$ cat src/rtl/ps2_rx.sv
`timescale 1ns / 1ps
// ps2_rx: PS/2 device-to-host receiver.
// Deserialises 11-bit frames (start, 8 data bits LSB first, odd parity, stop).
// PS2Clk and PS2Data are synchronised, and PS2Clk is glitch-filtered.
// Data is sampled on the falling edges of the filtered clock.
// The receiver only observes the bus; it never drives PS2Clk or PS2Data.
// Optional build macro: PS2_RX_DEBUG_EN adds the registered State debug port.
//
// Output strobes: Ready and Error are single-cycle pulses that never assert
// together. Ready means Data has just been updated with a good byte. Error
// means a frame was rejected by the parity, stop or timeout check. There is
// no back-pressure: a strobe is lost if the consumer is not watching in that
// cycle, and Data stays valid until the next good frame.
module ps2_rx #(
    parameter int FILTER_LEN     = 8,
    parameter int TIMEOUT_CYCLES = 100000
) (
    input  logic       Clk,
    input  logic       Reset,
    input  logic       PS2Clk,
    input  logic       PS2Data,
    input  logic       Enable,
    output logic [7:0] Data,
    output logic       Ready,
    output logic       Error,
    output logic       Idle
`ifdef PS2_RX_DEBUG_EN
    ,
    output logic [7:0] State
`endif
);

    localparam int FW = (FILTER_LEN > 1) ? $clog2(FILTER_LEN + 1) : 1;
    localparam int TW = $clog2(TIMEOUT_CYCLES + 1);
    localparam logic [FW-1:0] FILT_MAX = FW'(FILTER_LEN - 1);
    localparam logic [TW-1:0] TMO_MAX  = TW'(TIMEOUT_CYCLES - 1);

    typedef enum logic [1:0] {
        S_IDLE   = 2'd0,
        S_DATA   = 2'd1,
        S_PARITY = 2'd2,
        S_STOP   = 2'd3
    } state_t;

    state_t        state, state_nxt;
    logic          clk_s1, clk_s2, dat_s1, dat_s2;
    logic [FW-1:0] filt_cnt;
    logic          filt_clk, filt_prev;
    logic          fall;
    logic [7:0]    shift, shift_nxt;
    logic [3:0]    bit_cnt, bit_cnt_nxt;
    logic          par, par_nxt;
    logic [TW-1:0] tmo, tmo_nxt;
    logic          frame_ok, frame_bad, timeout;
    logic          ready_nxt, error_nxt;

    // Two-flop synchronisers for both pad signals; idle bus level is 1.
    always_ff @(posedge Clk or posedge Reset) begin
        if (Reset) begin
            clk_s1 <= 1'b1;
            clk_s2 <= 1'b1;
            dat_s1 <= 1'b1;
            dat_s2 <= 1'b1;
        end else begin
            clk_s1 <= PS2Clk;
            clk_s2 <= clk_s1;
            dat_s1 <= PS2Data;
            dat_s2 <= dat_s1;
        end
    end

    // Glitch filter: follow the synchronised clock only after FILTER_LEN
    // consecutive samples that disagree with the current filtered level.
    always_ff @(posedge Clk or posedge Reset) begin
        if (Reset) begin
            filt_cnt  <= '0;
            filt_clk  <= 1'b1;
            filt_prev <= 1'b1;
        end else begin
            filt_prev <= filt_clk;
            if (clk_s2 == filt_clk) begin
                filt_cnt <= '0;
            end else if (filt_cnt == FILT_MAX) begin
                filt_clk <= clk_s2;
                filt_cnt <= '0;
            end else begin
                filt_cnt <= filt_cnt + 1'b1;
            end
        end
    end

    assign fall = filt_prev & ~filt_clk;

    // State and datapath registers; the strobes are registered one cycle after the decision.
    always_ff @(posedge Clk or posedge Reset) begin
        if (Reset) begin
            state   <= S_IDLE;
            shift   <= 8'h00;
            bit_cnt <= 4'd0;
            par     <= 1'b0;
            tmo     <= '0;
            Data    <= 8'h00;
            Ready   <= 1'b0;
            Error   <= 1'b0;
        end else begin
            state   <= state_nxt;
            shift   <= shift_nxt;
            bit_cnt <= bit_cnt_nxt;
            par     <= par_nxt;
            tmo     <= tmo_nxt;
            Ready   <= ready_nxt;
            Error   <= error_nxt;
            if (frame_ok) begin
                Data <= shift;
            end
        end
    end

    // Next-state logic: frame sequencing, timeout and the Enable override.
    always_comb begin
        state_nxt   = state;
        shift_nxt   = shift;
        bit_cnt_nxt = bit_cnt;
        par_nxt     = par;
        tmo_nxt     = tmo;
        frame_ok    = 1'b0;
        frame_bad   = 1'b0;
        timeout     = 1'b0;
        if (!Enable) begin
            // Partial frames are dropped silently while the transmitter owns the bus.
            state_nxt = S_IDLE;
            tmo_nxt   = '0;
        end else if (state == S_IDLE) begin
            tmo_nxt = '0;
            // A falling edge with data 1 is a stray edge and is ignored.
            if (fall && !dat_s2) begin
                state_nxt   = S_DATA;
                bit_cnt_nxt = 4'd0;
            end
        end else if (!fall && tmo == TMO_MAX) begin
            timeout   = 1'b1;
            state_nxt = S_IDLE;
            tmo_nxt   = '0;
        end else if (!fall) begin
            tmo_nxt = tmo + 1'b1;
        end else begin
            tmo_nxt = '0;
            case (state)
                S_DATA: begin
                    shift_nxt   = {dat_s2, shift[7:1]};
                    bit_cnt_nxt = bit_cnt + 4'd1;
                    if (bit_cnt == 4'd7) begin
                        state_nxt = S_PARITY;
                    end
                end
                S_PARITY: begin
                    par_nxt   = dat_s2;
                    state_nxt = S_STOP;
                end
                S_STOP: begin
                    state_nxt = S_IDLE;
                    if (dat_s2 && ((^shift) ^ par)) begin
                        frame_ok = 1'b1;
                    end else begin
                        frame_bad = 1'b1;
                    end
                end
                default: state_nxt = S_IDLE;
            endcase
        end
    end

    // Output decode: strobe values for the next cycle and the Idle flag.
    always_comb begin
        ready_nxt = frame_ok;
        error_nxt = frame_bad | timeout;
        Idle      = (state == S_IDLE);
    end

`ifdef PS2_RX_DEBUG_EN
    // Debug snapshot aligned with the registered strobes.
    always_ff @(posedge Clk or posedge Reset) begin
        if (Reset) begin
            State <= 8'h00;
        end else begin
            State <= {error_nxt, ready_nxt, bit_cnt_nxt, state_nxt};
        end
    end
`endif

endmodule
$ cat config.mk
export PLATFORM = sky130hd
export DESIGN_NAME = ps2_rx
export DESIGN_NICKNAME = d
export VERILOG_FILES = /design/src/rtl/ps2_rx.sv
export SDC_FILE = /design/constraint.sdc
export NUM_CORES = 1
export LEC_CHECK = 0
export ABC_AREA = 1
export ABC_CLOCK_PERIOD_IN_PS = 1590
export CAP_MARGIN = 25
export CORE_UTILIZATION = 53
export DETAILED_ROUTE_END_ITERATION = 7
export MAX_ROUTING_LAYER = met4
export PLACE_DENSITY = 0.75
export SLEW_MARGIN = 20
export SYNTH_ARGS = -nofsm -noshare
export SYNTH_HDL_FRONTEND = slang
export SYNTH_SLANG_ARGS = --single-unit
$ cat constraint.sdc
create_clock -name Clk -period 1.59 [get_ports Clk]
set_clock_uncertainty 0.15 [all_clocks]
set_input_delay 0.318 -clock Clk [delete_from_list [all_inputs] [get_ports Clk]]
set_output_delay 0.318 -clock Clk [all_outputs]
set_load 0.005 [all_outputs]
==> Word level (Yosys, flattened, before mapping) <==
Cells that the tools add are included.
{ "word_totals": {"register_bits": 52, "input_bits": 5, "output_inout_bits": 11} }
{ "classes": {"add_sub_neg": 3, "n_eq_ne": 12, "n_mux": 33, "bitwise_logic": 7, "n_reduce_logical": 14} }
{ "ops": {"columns": ["operator", "n"], "rows": [
  ["$mux W17", 4],
  ["$mux W4", 7],
  ["$add A17 B1 Y17 const B", 1],
  ["$eq A17 B17 Y1 const B", 1],
  ["$mux W1", 15],
  ["$reduce_and A5 Y1", 3],
  ["$mux W2", 6],
  ["$add A4 B1 Y4 const B", 2],
  ["$eq A4 B3 Y1 const B", 2],
  ["$reduce_xor A8 Y1", 1],
  ["$ne A5 B5 Y1 const B", 1],
  ["$eq A2 B2 Y1 const B", 2],
  ["$ne A4 B1 Y1 const B", 1],
  ["$not A1 Y1", 4],
  ["$pmux W2 S2", 1],
  ["$reduce_bool A2 Y1", 2],
  ["$logic_and A1 B1 Y1", 3],
  ["$ne A3 B2 Y1 const B", 1],
  ["$reduce_and A3 Y1", 1],
  ["$eq A2 B1 Y1 const B", 1],
  ["$logic_not A1 Y1", 2],
  ["$logic_not A2 Y1", 1],
  ["$ne A2 B1 Y1 const B", 1],
  ["$ne A2 B2 Y1 const B", 1],
  ["other kinds (5)", 5]
]} }

==> Longest topological paths before layout <==
{ "depth": {"ltp_word": 10, "depth_mapped": 12, "depth_no_buf": 12} }

==> Worst setup path before layout <==
OpenSTA, ideal clock, no wires.
{ "synth_timing": {"path_kind": "flip-flop to flip-flop", "startpoint": "register state[0]", "endpoint": "register Data[0]", "setup_ns": 0.117, "arrival_time_ns": 1.503, "t_required_ns": 1.323, "slack_ns": -0.180, "stages_incl_launch_ff": 13, "path_buffers": 0, "period_less_slack_ns": 1.770, "cell_sequence": "dfrtp_1 > inv_1 > ha_1 > inv_1 > nand2_1 > inv_1 > nand2_1 > inv_2 > nand2_1 > inv_2 > nand4_4 > nand2_1 > nand2_1"} }
{ "synth_rtl": {"columns": ["element", "line", "rtl"], "rows": [
  ["start: declaration", "45", "state_t state, state_nxt;"],
  ["start signal: assignment", "106", "state <= state_nxt;"],
  ["$logic_not A2 Y1", null, null],
  ["net Idle", "26", "output logic Idle"],
  ["$mux W1", "133", "end else if (state == S_IDLE) begin"],
  ["$mux W1", "129", "if (!Enable) begin"],
  ["end signal: assignment", "114", "Data <= shift;"],
  ["end: declaration", "23", "output logic [7:0] Data,"]
]} }
The timed path passes the listed nets, and every way through them passes these cells.
A chain may end at the register's enable or synchronous reset.

==> Worst setup path in the final report <==
{ "layout_timing": {"startpoint": "register state[1]", "endpoint": "register Data[1]"} }
{ "layout_via": {"elab_chain_cells": 6} }
{ "layout_lines": {"columns": ["element", "line", "rtl"], "rows": [
  ["$eq A2 B2 Y1", "148", "case (state)"],
  ["$mux W1", "148", null],
  ["$mux W1", "144", "end else if (!fall) begin"],
  ["$mux W1", "140", "end else if (!fall && tmo == TMO_MAX) begin"],
  ["$mux W1 *", "133", null],
  ["$mux W1 *", "129", null]
]} }
Mark *: on every way between the ends. The rest lies on a longest branch, timed or not.

==> impl_metrics.tcl <==
set metrics [dict create \
    status "complete, but fails checks" \
    violations "setup timing" \
    place_ws_ns -0.309 \
    rsz0062_at_grt "true" \
    first_pass_iters 4 \
    cts_tree "yes" \
    ys_warn_count 0 \
    relSlewSlack_pct 81.3 \
    via_per_inst 5.18 \
    p_int_w 0.00254 \
    yosysTopAreaCellShare_pct 44.6 \
    end_kind "flip-flop" \
    die_area_um2 5150 \
    fmax_ghz 0.585 \
    power_density_nw_per_um2 1050 \
    num_antenna_cells 0 \
    core_um2 4690 \
    cts_root_buf "clkbuf_8" \
    min_path_type "flip-flop to flip-flop" \
    numCtsBuffers 5 \
    finalHoldViolations 0 \
    p_leak_nw 1.81 \
    worst_slew_pin_slew_ns 0.280 \
    stdcell_count 440 \
    finalPower_w 0.00391 \
    drc 0 \
    num_io_pins 16 \
    finalMaxSlewViolations 0 \
    drive_above_1_share_pct 42.2 \
    syn_inst 307 \
    drt_iter0_markers 104 \
    swShare_pct 35.2 \
    nets 397 \
    crit_path_start_kind "flip-flop" \
    pwr-share-seq_pct 40.2 \
    grt_use_total_pct 23.3 \
    synthFlopType "dfrtp_1" \
    gr-total-overflow 0 \
    synthTopCellsByArea "dfrtp_1, nand2_1, dfstp_2" \
    path_clk_slew_ns 0.09 \
    numPortBuffers 15 \
    vdd_drop_max_mv 0.961 \
    clkPwrFrac_pct 19.7 \
    synthArstFlopShare_pct 100 \
    fin_crit_sh_pct 108 \
    clock_sinks 52 \
    grt_pass1_vias 2154 \
    crit_type "flip-flop to flip-flop" \
    grt_max_degree 53 \
    power.switching_w 0.00138 \
    vias 2281 \
    crit_arrival_ns 1.76 \
    wl_um 5990 \
    fin_crit_ns 1.71 \
    die_h_um 71.8 \
    ys_ff_latch 52 \
    worst_ep_required_time_ns 1.64 \
    dpl.hpwl_um 3550 \
    avgSynthCellArea_um2 8.41 \
    insertion_delay_ns 0.31 \
    synth_cell_type_count 30 \
    synth_nets 319 \
    dpl.cell_count 406 \
    setup_viol 30 \
    cts_htree_levels 2 \
    power_frac_comb_pct 40.1 \
    grt_first_pass_wirelength_um 9040 \
    syn_area_um2 2580 \
    yosysTopAreaCell "dfrtp_1" \
    layout_setup_ws_ns -0.120 \
    critical_path.max_fanout 5 \
    syn2layout_area_growth_pct 44.4 \
    routabilityCongestion 0.800 \
    seq_area_frac_synth_pct 50.7 \
    initial_utilization_pct 55.0 \
    die_x_um 71.8 \
    wl_per_cell_um 13.6 \
    layout_common_cells "nand2_1, buf_4, dfrtp_1" \
    final_common_cell "nand2_1" \
    num_rows 25 \
    cts_buffer_depth 2 \
    max-cap-violations 0 \
    synth-edff-count 0 \
    final_antenna_net_count 0 \
    antenna_found_initial 0 \
    num-fill-cells 278 \
]
==> flip-flops by register name (all words and copies together) (netlist names) <==
signal,flops
tmo,17
filt_prev,1
filt_cnt,4
Error,1
state,2
dat_s1,1
clk_s2,1
filt_clk,1
par,1
bit_cnt,4
dat_s2,1
Ready,1
clk_s1,1
Data,8
shift,8
==> final timing paths <==
| check | cells after the start | start | slack (ns) | to |
|---|---|---|---|---|
| hold reg to reg | 0 | dat_s1 | 0.21 | dat_s2 |
| max in group asynchronous | 3 | Reset | 0.74 | dat_s1 |
| hold / removal | 0 | dat_s1 | 0.21 | dat_s2 |
| setup / recovery | 13 | state[1] | -0.12 | Data[1] |
| setup reg to reg | 13 | state[1] | -0.12 | Data[1] |
| min in group asynchronous | 3 | Reset | 0.27 | Ready |
==> stage by stage <==
| stage | util (%) | hold slack [ns] | cell area [um^2] | setup TNS, ns |
|---|---|---|---|---|
| CTS | 73.1 | 0.210 | 3430 | -0.776 |
| finish | 79.4 | 0.208 | 3730 | -1.99 |
| global placement | 65.1 | 0.197 | 3050 | -6.88 |
| floorplan | - | 0.172 | 2590 | -0.362 |
| global route | 79.4 | 0.218 | 3730 | -5.16 |
| detailed placement | 65.1 | 0.197 | 3050 | -7.53 |
==> power groups by stage <==
stage | registers (W) | clock network (W) | logic (W)
CTS | 0.00156 | 0.000783 | 0.00130
floorplan | 0.00158 | 0 | 0.000653
detailed placement | 0.00158 | 0 | 0.00105
global route | 0.00159 | 0.000858 | 0.00170
finish | 0.00157 | 0.000771 | 0.00157
global placement | 0.00157 | 0 | 0.00102
==> layout make-up <==
| cell class | instances | area, um^2 | area share, % |
|---|---|---|---|
| Inverter | 42 | 179 | 4.80 |
| Multi-Input combinational cell | 211 | 1440 | 38.5 |
| Clock buffer | 6 | 82.6 | 2.22 |
| Sequential cell | 52 | 1310 | 35.2 |
| Tap cell | 54 | 67.6 | 1.81 |
| Clock inverter | 2 | 10.0 | 0.269 |
| Timing Repair Buffer | 73 | 639 | 17.2 |
==> kinds of logic (layout without fill, tap and decap cells) <==
group	after synthesis	in the layout	synth area share [%]
adder cells (fa/ha/maj)	7	7	3.39
buffers and inverters	45	123	6.79
AO/OA/AOI/OAI	24	24	5.48
flip-flops	52	52	50.7
multiplexers	1	1	0.436
AND/OR/NAND/NOR	170	171	30.5
XOR/XNOR	8	8	2.71
==> synthesized netlist by cell type (3+ instances only) <==
cell and instances:
dfstp_2 6, xor2_1 5, nand2_1 86, nor2_2 4, a211oi_1 3, nor3_1 9, nand3_2 3, nand2_2 5
dfrtp_1 46, ha_1 7, nand3_1 22, o21ai_0 11, nand3b_1 3, nor2_1 32, a21oi_1 6, xnor2_1 3
inv_1 40
==> worst max-delay path, cell delays in order (launching register included) <==
cell	delay (ns)
dfrtp_1	0.37
inv_2	0.06
ha_4	0.15
buf_6	0.12
inv_4	0.06
nand2_4	0.07
inv_4	0.08
nand2_4	0.07
inv_4	0.07
nand2_4	0.06
inv_6	0.08
nand4_4	0.12
nand2_2	0.10
nand2_1	0.05
==> repair_timing <==
item	in CTS	in global routing
gates cloned	1	0
buffers inserted	17	8
hold buffers	0	0
pin swaps	20	20
resized for setup	47	72
setup endpoints to repair	41	41
==> per-layer routing <==
| metal | part of all wire (%) | global-route usage, % | wire [um] | vias to the layer above |
|---|---|---|---|---|
| met2 | 53 | 39.0 | 3180 | 34 |
| li1 | - | - | - | 1122 |
| met3 | 2.7 | 5.06 | 159 | 11 |
| met4 | 1.6 | 8.06 | 96 | 0 |
| met5 | 0 | - | 0 | - |
| met1 | 43 | 27.9 | 2560 | 1114 |
(Power assumes the default switching activity.)
==> RTL edit, RTL diff (config.mk and constraints unchanged) <==
Put one more register stage on the output `Error`. The value now appears one clock later. The other outputs are not delayed to match. Comments in the files are not updated.
--- a/src/rtl/ps2_rx.sv
+++ b/src/rtl/ps2_rx.sv
@@ -41,6 +41,8 @@
         S_PARITY = 2'd2,
         S_STOP   = 2'd3
     } state_t;
+
+    logic Error_s0;
 
     state_t        state, state_nxt;
     logic          clk_s1, clk_s2, dat_s1, dat_s2;
@@ -101,7 +103,7 @@
             tmo     <= '0;
             Data    <= 8'h00;
             Ready   <= 1'b0;
-            Error   <= 1'b0;
+            Error_s0 <= 1'b0;
         end else begin
             state   <= state_nxt;
             shift   <= shift_nxt;
@@ -109,7 +111,7 @@
             par     <= par_nxt;
             tmo     <= tmo_nxt;
             Ready   <= ready_nxt;
-            Error   <= error_nxt;
+            Error_s0 <= error_nxt;
             if (frame_ok) begin
                 Data <= shift;
             end
@@ -188,4 +190,8 @@
     end
 `endif
 
+    always_ff @(posedge Clk) begin
+        Error <= Error_s0;
+    end
+
 endmodule
Function: same outputs for any inputs over 10 cycles, from zero or initial values and one cycle with Reset high; that may be too few to reach the edited logic, so the function may still have changed.
==> RTL edit against the unedited design <==
- the run still ends with negative setup slack left
- critical path depth decreased by 1
- cell area rose by 1.7%
- setup slack worse by 0.031 ns
- core utilization increased by 0.80 points
- sequential cell count is 1 higher
- wire length grew 5.1%
- count of clock-buffer cells in the layout did not move
- sequential power rose by 3%
- maximum frequency is 1.8% lower
- synthesized area up 0.78%
- power is 5.6% higher
- critical endpoint is now Data[2]
- largest cell class unchanged
- largest power group unchanged
==> RTL edit: results (changes against the unedited design) <==
FAILED_CHECKS='negative setup slack'
SYNTH_CELL_TYPES=31  # +3.3%
SYNTH_COMPOUND_GATE_AREA_SHARE_PCT=5.44  # -0.042 points
SYNTH_TOP_AREA_SHARE_PCT=44.3  # -0.34 points
CP_DATA_ARRIVAL_TIME_NS=1.80  # +0.04 ns
VIASPERCELL=5.08  # -2.0%
ANTENNA_LEFT=0  # unchanged
WORSTSKEWPAIRLATENCY_NS=0.31  # about the same
OUTCOME='finished, violations left'
FINALSETUPVIOLCOUNT=32  # +6.7%
POST_SYNTHESIS_ADDER_CELL_AREA_FRACTION_PCT=3.37  # -0.026 points
WORST_SLEW_PIN_SLEW_NS=0.308  # +0.0281 ns
WORST-R2R-CELL-COUNT=12  # -1
WORSTHOLDPATHTYPE='in2async'
GRT_MAX_DEGREE=26  # -51%
GRT_PASS1_WL_UM=9580  # +6.0%
PLACED_CELLS=422  # +3.9%
CTS_MADE_BUFFERS=5  # unchanged
P_LEAK_nW=1.87  # +3.2%
POST_ROUTE_WORST_SETUP_SLACK_NS=-0.151  # -0.0312 ns
POST_LAYOUT_NONFILLER_INSTANCES=459  # +4.3%
SYNTH_FP_NETS=320  # +0.31%
POSTSYNTHAREAPERCELL_UM2=8.45  # +0.45%
VDD.IR_DROP.WORST_V=0.000769  # -20%
DRT-WIRELENGTH-PER-CELL_UM=13.7  # +0.78%
NETS=403  # +1.5%
GP_CONGESTION=0.893  # +12%
YOSYSSEQAREASHARE_PCT=51.1  # +0.38 points
LARGEST_REG_FLOPS=17  # unchanged
SYNTH.AREA.MUX_SHARE_PCT=0.433  # -0.0034 points
PLACEDINSTANCEAREA_MM2=0.00312  # +2.1%
WORST-PATH-MAX-FANOUT=4  # -1
SYNTH.YOSYS.WARNINGS=0  # unchanged
GROUTE.USAGE.OVERALL_PCT=24.6  # +1.3 points
SHARE_OF_LAYOUT_CELLS_ABOVE_DRIVE_STRENGTH_1_PCT=41.8  # -0.39 points
SYNTH.CELL_AREA_MM2=0.00260  # +0.78%
SYNTH.AREA.TOP_CELLS='dfrtp_1, nand2_1, dfstp_2'
PLACE_HPWL_UM=3600  # +1.4%
REG_TOP3='tmo: 17 flops, Data: 8 flops, shift: 8 flops'
ASYNC_SET_RESET_FLOP_SHARE_OUT_OF_SYNTHESIS_PCT=98.1  # -1.9 points
CTS.CLK_SLEW.WORST_PATHS_NS=0.10
CTS-HTREE-LEVELS=2  # unchanged
TIMING.FINAL.HOLD_VIOLATIONS=0  # unchanged
SYNTH_XOR_AREA_SHARE_PCT=2.69  # -0.021 points
GRT_PASS1_VIAS=2197  # +2.0%
DRTITER0DRC=186  # +79%
RTL edit: changes by cell type in the layout (fill, tap and decap cells not counted), sizes merged:
cell	change
buf	+6
bufinv	+1
clkbuf	-1
clkinv	-1
dfxtp	+1
dlygate4sd2	-1
dlymetal6s2s	+1
RTL edit: path summary, 6_finish.rpt:
path	from	end	slack (ns)
max in group asynchronous	Reset	dat_s2	0.62
min in group Clk	dat_s1	dat_s2	0.21
worst max-delay path	shift[4]	Data[2]	-0.15
worst max register to register	shift[4]	Data[2]	-0.15
worst min-delay path	Reset	tmo[7]	0.18
worst min register to register	dat_s1	dat_s2	0.21
RTL edit: critical path, cell delays in order, from the launching register on:
cell and delay [ns]:
dfrtp_1 0.46, inv_2 0.11, nand2_1 0.06, nand2_1 0.08
nand2_2 0.07, nand2_2 0.08, nand2_4 0.06, nand3_4 0.08
buf_4 0.14, buf_4 0.12, nand4_4 0.10, nand2_1 0.08
nand2_1 0.05
RTL edit: cell families (layout without fill, tap and decap cells):
family                     Yosys count  in the layout
buffers and inverters               45            128
and+or+nand+nor                    170            171
muxes                                1              1
xor gates and xnor gates             8              8
DFF                                 53             53
adders and majority gates            7              7
AOI/OAI and AO/OA                   24             24
RTL edit: metal layers:
layer / up-vias / wire length, um / track usage, %
li1: 1132 / - / -
met4: 0 / 128 / 8.71
met1: 1136 / 2590 / 29.5
met2: 52 / 3370 / 41.4
met3: 12 / 206 / 4.86
met5: - / 0 / -
RTL edit: power breakdown:
group,switching [mW],leakage (nW),internal (mW)
combinational,0.844,1.14,0.763
sequential,0.124,0.676,1.49
clock,0.442,0.0552,0.468
total,1.41,1.87,2.72
RTL edit: layout make-up:
type / count / area, um2
clock inverters: 2 / 35.0
well taps: 67 / 83.8
clock buffers: 6 / 72.6
multi-input cells: 211 / 1410
flip-flops and latches: 53 / 1330
repair buffers: 78 / 678
inverters: 42 / 174
fillers: 268 / 933
RTL edit: timing repair:
| item | 4_1_cts | 5_1_grt |
|---|---|---|
| gates resized for setup | 56 | 56 |
| pin swaps | 28 | 26 |
| endpoints found under the setup margin | 41 | 44 |
| cloned | 1 | 0 |
| setup buffers | 21 | 10 |
RTL edit: stage by stage:
stage | hold slack (ns) | setup TNS (ns) | worst slack (ns)
3_5_place_dp | 0.197 | -6.29 | -0.234
5_1_grt | 0.191 | -5.86 | -0.254
6_report | 0.176 | -2.48 | -0.151
2_1_floorplan | 0.172 | -0.362 | -0.0500
4_1_cts | 0.181 | -1.39 | -0.125
3_3_place_gp | 0.195 | -5.36 | -0.210
